<file path="src/rtl/pe_scratchpad_window.sv">
// Circular input scratchpad for a PE: the writer fills it through a store/commit handshake and
// the MAC stage reads fixed KSIZE-word windows, each releasing `stride` words when it finishes.
module pe_scratchpad_window #(
  parameter int unsigned WIDTH  = 16,
  parameter int unsigned ADDR_W = 4,
  parameter int unsigned KSIZE  = 4
) (
  input  logic              clk,
  input  logic              rst,
  input  logic              wen_SP,
  input  logic [WIDTH-1:0]  din,
  input  logic              inc_write_cnt,
  output logic              permission,
  input  logic [ADDR_W-1:0] stride,
  input  logic              win_start,
  output logic              win_busy,
  output logic [WIDTH-1:0]  dout,
  output logic              dout_valid,
  output logic              dout_last,
  output logic              win_done,
  output logic [ADDR_W:0]   count
);

  localparam int unsigned DEPTH = 2 ** ADDR_W;
  localparam logic [ADDR_W:0]   DepthC = DEPTH[ADDR_W:0];
  localparam logic [ADDR_W:0]   KsizeC = KSIZE[ADDR_W:0];
  localparam logic [ADDR_W-1:0] KLast  = ADDR_W'(KSIZE - 1);

  typedef enum logic [1:0] {StIdle, StWait, StRead, StRelease} state_e;

  state_e            state_q, state_d;
  logic [ADDR_W-1:0] wptr_q, wptr_d;
  logic [ADDR_W-1:0] rbase_q, rbase_d;
  logic [ADDR_W-1:0] k_q, k_d;
  logic [ADDR_W:0]   count_q, count_d;
  logic [ADDR_W:0]   stride_q, stride_d;
  logic [WIDTH-1:0]  dout_q, dout_d;
  logic              dout_valid_q, dout_valid_d;
  logic              dout_last_q, dout_last_d;
  logic              win_done_q, win_done_d;

  logic [WIDTH-1:0]  mem_q [DEPTH];

  logic              not_full;
  logic              commit;
  logic              release_win;
  logic [ADDR_W:0]   stride_ext;
  logic [ADDR_W:0]   stride_sat;
  logic [ADDR_W-1:0] rd_addr;

  assign not_full   = count_q < DepthC;
  assign commit     = inc_write_cnt && not_full;
  assign stride_ext = {1'b0, stride};
  assign rd_addr    = rbase_q + k_q;

  always_comb begin
    stride_sat = stride_ext;
    if (stride_ext == '0) begin
      stride_sat = (ADDR_W + 1)'(1);
    end else if (stride_ext > KsizeC) begin
      stride_sat = KsizeC;
    end
  end

  // Storage has no reset; its contents are only read once committed.
  always_ff @(posedge clk) begin
    if (wen_SP && not_full) begin
      mem_q[wptr_q] <= din;
    end
  end

  always_comb begin
    state_d      = state_q;
    rbase_d      = rbase_q;
    k_d          = k_q;
    stride_d     = stride_q;
    dout_d       = dout_q;
    dout_valid_d = 1'b0;
    dout_last_d  = 1'b0;
    win_done_d   = 1'b0;
    release_win  = 1'b0;
    case (state_q)
      StIdle: begin
        if (win_start) begin
          stride_d = stride_sat;
          state_d  = StWait;
        end
      end
      StWait: begin
        if (count_q >= KsizeC) begin
          k_d     = '0;
          state_d = StRead;
        end
      end
      StRead: begin
        dout_d       = mem_q[rd_addr];
        dout_valid_d = 1'b1;
        dout_last_d  = (k_q == KLast);
        k_d          = k_q + 1'b1;
        if (k_q == KLast) begin
          state_d = StRelease;
        end
      end
      StRelease: begin
        // A stride equal to DEPTH truncates to a full lap, leaving rbase unchanged.
        rbase_d     = rbase_q + stride_q[ADDR_W-1:0];
        release_win = 1'b1;
        win_done_d  = 1'b1;
        state_d     = StIdle;
      end
      default: state_d = StIdle;
    endcase
  end

  always_comb begin
    wptr_d  = commit ? wptr_q + 1'b1 : wptr_q;
    count_d = count_q + (ADDR_W + 1)'(commit) - (release_win ? stride_q : '0);
  end

  always_ff @(posedge clk or negedge rst) begin
    if (!rst) begin
      state_q      <= StIdle;
      wptr_q       <= '0;
      rbase_q      <= '0;
      k_q          <= '0;
      count_q      <= '0;
      stride_q     <= '0;
      dout_q       <= '0;
      dout_valid_q <= 1'b0;
      dout_last_q  <= 1'b0;
      win_done_q   <= 1'b0;
    end else begin
      state_q      <= state_d;
      wptr_q       <= wptr_d;
      rbase_q      <= rbase_d;
      k_q          <= k_d;
      count_q      <= count_d;
      stride_q     <= stride_d;
      dout_q       <= dout_d;
      dout_valid_q <= dout_valid_d;
      dout_last_q  <= dout_last_d;
      win_done_q   <= win_done_d;
    end
  end

  assign permission = not_full;
  assign win_busy   = (state_q != StIdle);
  assign dout       = dout_q;
  assign dout_valid = dout_valid_q;
  assign dout_last  = dout_last_q;
  assign win_done   = win_done_q;
  assign count      = count_q;

endmodule
</file>
<file path="config.mk">
export PLATFORM = sky130hd
export DESIGN_NAME = pe_scratchpad_window
export DESIGN_NICKNAME = d
export VERILOG_FILES = /design/src/rtl/pe_scratchpad_window.sv
export SDC_FILE = /design/constraint.sdc
export NUM_CORES = 1
export LEC_CHECK = 0
export ABC_AREA = 1
export CAP_MARGIN = 10
export CORE_MARGIN = 2
export CORE_UTILIZATION = 40
export CTS_BUF_LIST = sky130_fd_sc_hd__clkbuf_8
export DETAILED_ROUTE_END_ITERATION = 6
export GPL_TIMING_DRIVEN = 0
export HOLD_SLACK_MARGIN = 0.15
export PLACE_DENSITY = 0.58
export SLEW_MARGIN = 20
export SYNTH_ARGS = -nofsm -noshare
export SYNTH_HDL_FRONTEND = slang
export SYNTH_SLANG_ARGS = --single-unit
</file>
<file path="constraint.sdc">
create_clock -name clk -period 2.7 [get_ports clk]
set_input_delay 0.27 -clock clk [delete_from_list [all_inputs] [get_ports clk]]
set_output_delay 0.27 -clock clk [all_outputs]
set_load 0.05 [all_outputs]
</file>
==> metrics.md <==
| Metric | Value |
|---|---|
| Initial Util | `40.7%` |
| Drt first pass iters | `5` |
| Unrepaired setup endpoints after global routing | `no` |
| Library cells used by synthesis | `27` |
| Power Dens Cells | `1240 nW/um^2` |
| Max Clock Skew | `0.0165 ns` |
| Net Sw Power | `8.44 mW` |
| Routed length per instance | `17.8 um` |
| Vias in the first global route | `8559` |
| WP data required | `3.20 ns` |
| Rows | `65` |
| Total number of vias | `8619` |
| Maximum clock rate | `394 MHz` |
| Sw Ratio | `45.2%` |
| Syn Inst Count | `1208` |
| Die W | `183 um` |
| Critical path's largest stage delay | `0.45 ns` |
| Worst path cell trace | `ha_1 -> fa_1 -> xnor2_1 -> buf_2 -> nand3_1 -> nand3_1 -> nand3_1 -> nand2_1` |
| Final wirelength | `31400 um` |
| CTS root buffer | `clkbuf_8` |
| Num CTS Buffers | `50` |
| Slowest cell on crit path | `xnor2_1` |
| CP bufs+invs | `1` |
| Hpwl dp | `21700 um` |
| Max-cap violations | `0` |
| Number of antenna-violating nets in the routed design | `0` |
| Fin. max-slew vios | `0` |
| Startpoint types | `flip-flop` |
| CORE AREA | `31600 sq um` |
| Final setup viols | `0` |
| WS Path Type | `reg -> reg` |
| Die footprint | `33600 sq um` |
| Period minus WS final | `2.54 ns` |
| Clk buf depth | `3` |
| Internal power | `10.2 mW` |
| Syn. warnings | `0` |
| Pre-CTS setup slack | `0.0389 ns` |
| CP arrival | `3.04 ns` |
| CTS tree | `yes` |
| Port Buf Inserts | `50` |
| Final Worst Setup Slack | `0.163 ns` |
| Largest net degree at the start of global routing | `26` |
| Sink Count | `298` |
| Worst-skew pair later-pin latency | `0.57 ns` |
| Mean area per synthesized cell | `10.6 sq um` |
| Postcts setup bufs | `0` |
| Synth Register Bits | `298` |
| Drt via density | `4.88` |
| CP most frequent cell | `nand3_1` |
| Global route overflow | `0` |
| Worst Hold Class | `in -> async` |
| Normalized max-slew margin | `37.2%` |
| CP Capture Type | `flip-flop` |
| Leak Pwr | `6.36 nW` |
| Clock share of power | `19.9%` |
| Status | `complete, no violations` |
| Actual slew at the worst max-slew pin | `0.939 ns` |
| Synthesis-to-finish area growth | `17.0%` |
| Fin. Hold Viols | `0` |
| Reg clk slew, reported paths | `0.06 ns` |
| Reg power frac | `31.4%` |
| Die height | `183 um` |
| Layout cell share with drive strength beyond 1 | `10.8%` |
| Top delay family on crit path | `adder cells` |
| DRC marker count from the first detailed-route iteration | `631` |
| Total I/O pin count | `51` |
| Final #Nets | `1379` |
| Combinational share of power | `48.7%` |
| Fin crit share | `93.9%` |
| GRT Overall Usage | `19.3%` |
| GP Congestion | `0.823` |
| Sequential-to-total area share from yosys stat | `68.0%` |
| ANT cells | `0` |
| Antenna violations before repair | `2` |
| Mapped Area | `12800 sq um` |
| Filler cell count | `2885` |
| Worst vdd ir | `0.548 mV` |
| H-Tree Depth | `2` |
| DRC viols | `0` |
| Post-Synthesis Net Count | `1260` |
| First-pass GRT wire length | `48800 um` |
| Worst-path fanout max | `10` |
| Setup TNS | `0 ns` |
==> routing by layer <==
metal | up-vias | share of wire, % | routed length [um] | GRT usage [%]
met2 | 213 | 47 | 14900 | 31.7
met3 | 58 | 5.2 | 1630 | 2.74
met1 | 4112 | 45 | 14000 | 26.3
li1 | 4236 | - | - | -
met4 | 0 | 2.8 | 870 | 6.75
met5 | - | 0 | 0 | 0
==> metrics by stage <==
| stage | power (mW) | area [sq um] | util, % | hold slack, ns | std cells |
|---|---|---|---|---|---|
| final | 18.7 | 15000 | 47.6 | 0.201 | 1767 |
| after global routing | 19.9 | 15000 | 47.6 | 0.202 | 1767 |
| after CTS | 18.7 | 15000 | 47.6 | 0.185 | 1767 |
| after detailed placement | 15.0 | 14100 | 44.6 | 0.261 | 1676 |
| after global placement | 14.8 | 13800 | 43.9 | 0.465 | 1660 |
| after floorplan | 11.8 | 12800 | - | -0.0256 | 1208 |
==> Yosys cell counts, drive strengths merged <==
library cell  instances  area share, %
a21oi                 7           0.27
o31ai                 1          0.058
clkbuf                9           0.26
fa                    3           0.47
nor2                 26           0.76
xnor2                 4           0.27
xor2                  7           0.48
a21o                  1          0.058
dfrtp                42            8.2
clkinv                1          0.029
nor3                  1          0.039
o21ai                 8           0.31
inv                 154            4.5
nor4                  1          0.049
edfxtp              256             60
nand4                 1          0.049
ha                   24            2.3
o22ai                 1          0.049
buf                  43            1.7
o21a                  1          0.058
nand3               218            8.5
nand2               397             12
o211ai                2           0.12
==> area by class of cell <==
cell class	count	area, sq um	area share (%)
buffer	52	260	1.73
clock buffer	53	729	4.85
clock inverter	37	191	1.27
inverter	155	582	3.87
multi-input combinational	703	3310	22.0
sequential	298	8740	58.2
tap	402	503	3.35
timing repair buffer	67	709	4.72
==> power groups by stage <==
stage	clock network, mW	logic, mW	registers, mW
floorplan	0	5.36	6.49
global placement	0	8.85	5.96
detailed placement	0	9.05	5.96
CTS	3.78	9.07	5.87
global route	3.99	10.0	5.92
finish	3.71	9.08	5.86
==> cell usage in the layout (no fill, tap or decap), types with 2 or more instances in the layout <==
cell type | netlist | layout
nor2_2 | 0 | 16
buf_2 | 40 | 41
clkinvlp_4 | 0 | 3
buf_6 | 0 | 11
clkinv_1 | 1 | 13
xor2_1 | 7 | 7
buf_4 | 2 | 2
a21oi_1 | 7 | 7
buf_8 | 0 | 4
ha_1 | 24 | 24
nand3_1 | 218 | 218
xnor2_1 | 4 | 4
edfxtp_1 | 256 | 256
clkbuf_8 | 0 | 53
dfrtp_1 | 42 | 42
clkinv_2 | 0 | 8
o211ai_1 | 2 | 2
clkbuf_1 | 9 | 4
clkdlybuf4s50_1 | 0 | 49
fa_1 | 3 | 3
inv_1 | 153 | 165
nor2_1 | 26 | 10
clkbuf_2 | 0 | 6
o21ai_0 | 7 | 7
nand2_1 | 397 | 397
==> cells by family (layout without fill, tap and decap cells) <==
kind of cell / count (synthesis) / in the layout / share of synthesized area (%)
compound gates: 21 / 21 / 0.925
xor+xnor: 11 / 11 / 0.750
fa+ha+maj: 27 / 27 / 2.81
buf+inv: 207 / 364 / 6.50
flops: 298 / 298 / 68.0
simple gates: 644 / 644 / 21.0
==> final timing paths <==
kind	startpoint	to	slack, ns	depth (start not counted)
max	k_q[0]	dout[0]	0.16	8
max in group asynchronous	rst	stride_q[3]	1.99	3
min in group clk	stride[1]	stride_q[1]	0.29	3
max reg2reg	k_q[0]	dout[0]	0.16	8
min reg2reg	dout[1]	dout[1]	0.48	2
min	rst	dout[2]	0.20	2
==> state kept, by name, summed over array words and instances, names as in the netlist <==
signal and flops:
rbase_q 4, wptr_q 4, state_q 2, stride_q 4, count 5, k_q 4, win_done 1, dout_valid 1
dout 16, dout_last 1, mem_q 256
==> timing repair <==
action,in CTS,in global routing
endpoints found under the hold margin,42,0
endpoints found under the setup margin,0,14
hold buffers,1,0
resized for setup,0,11
Note: power is estimated with default switching activity, not from simulation.
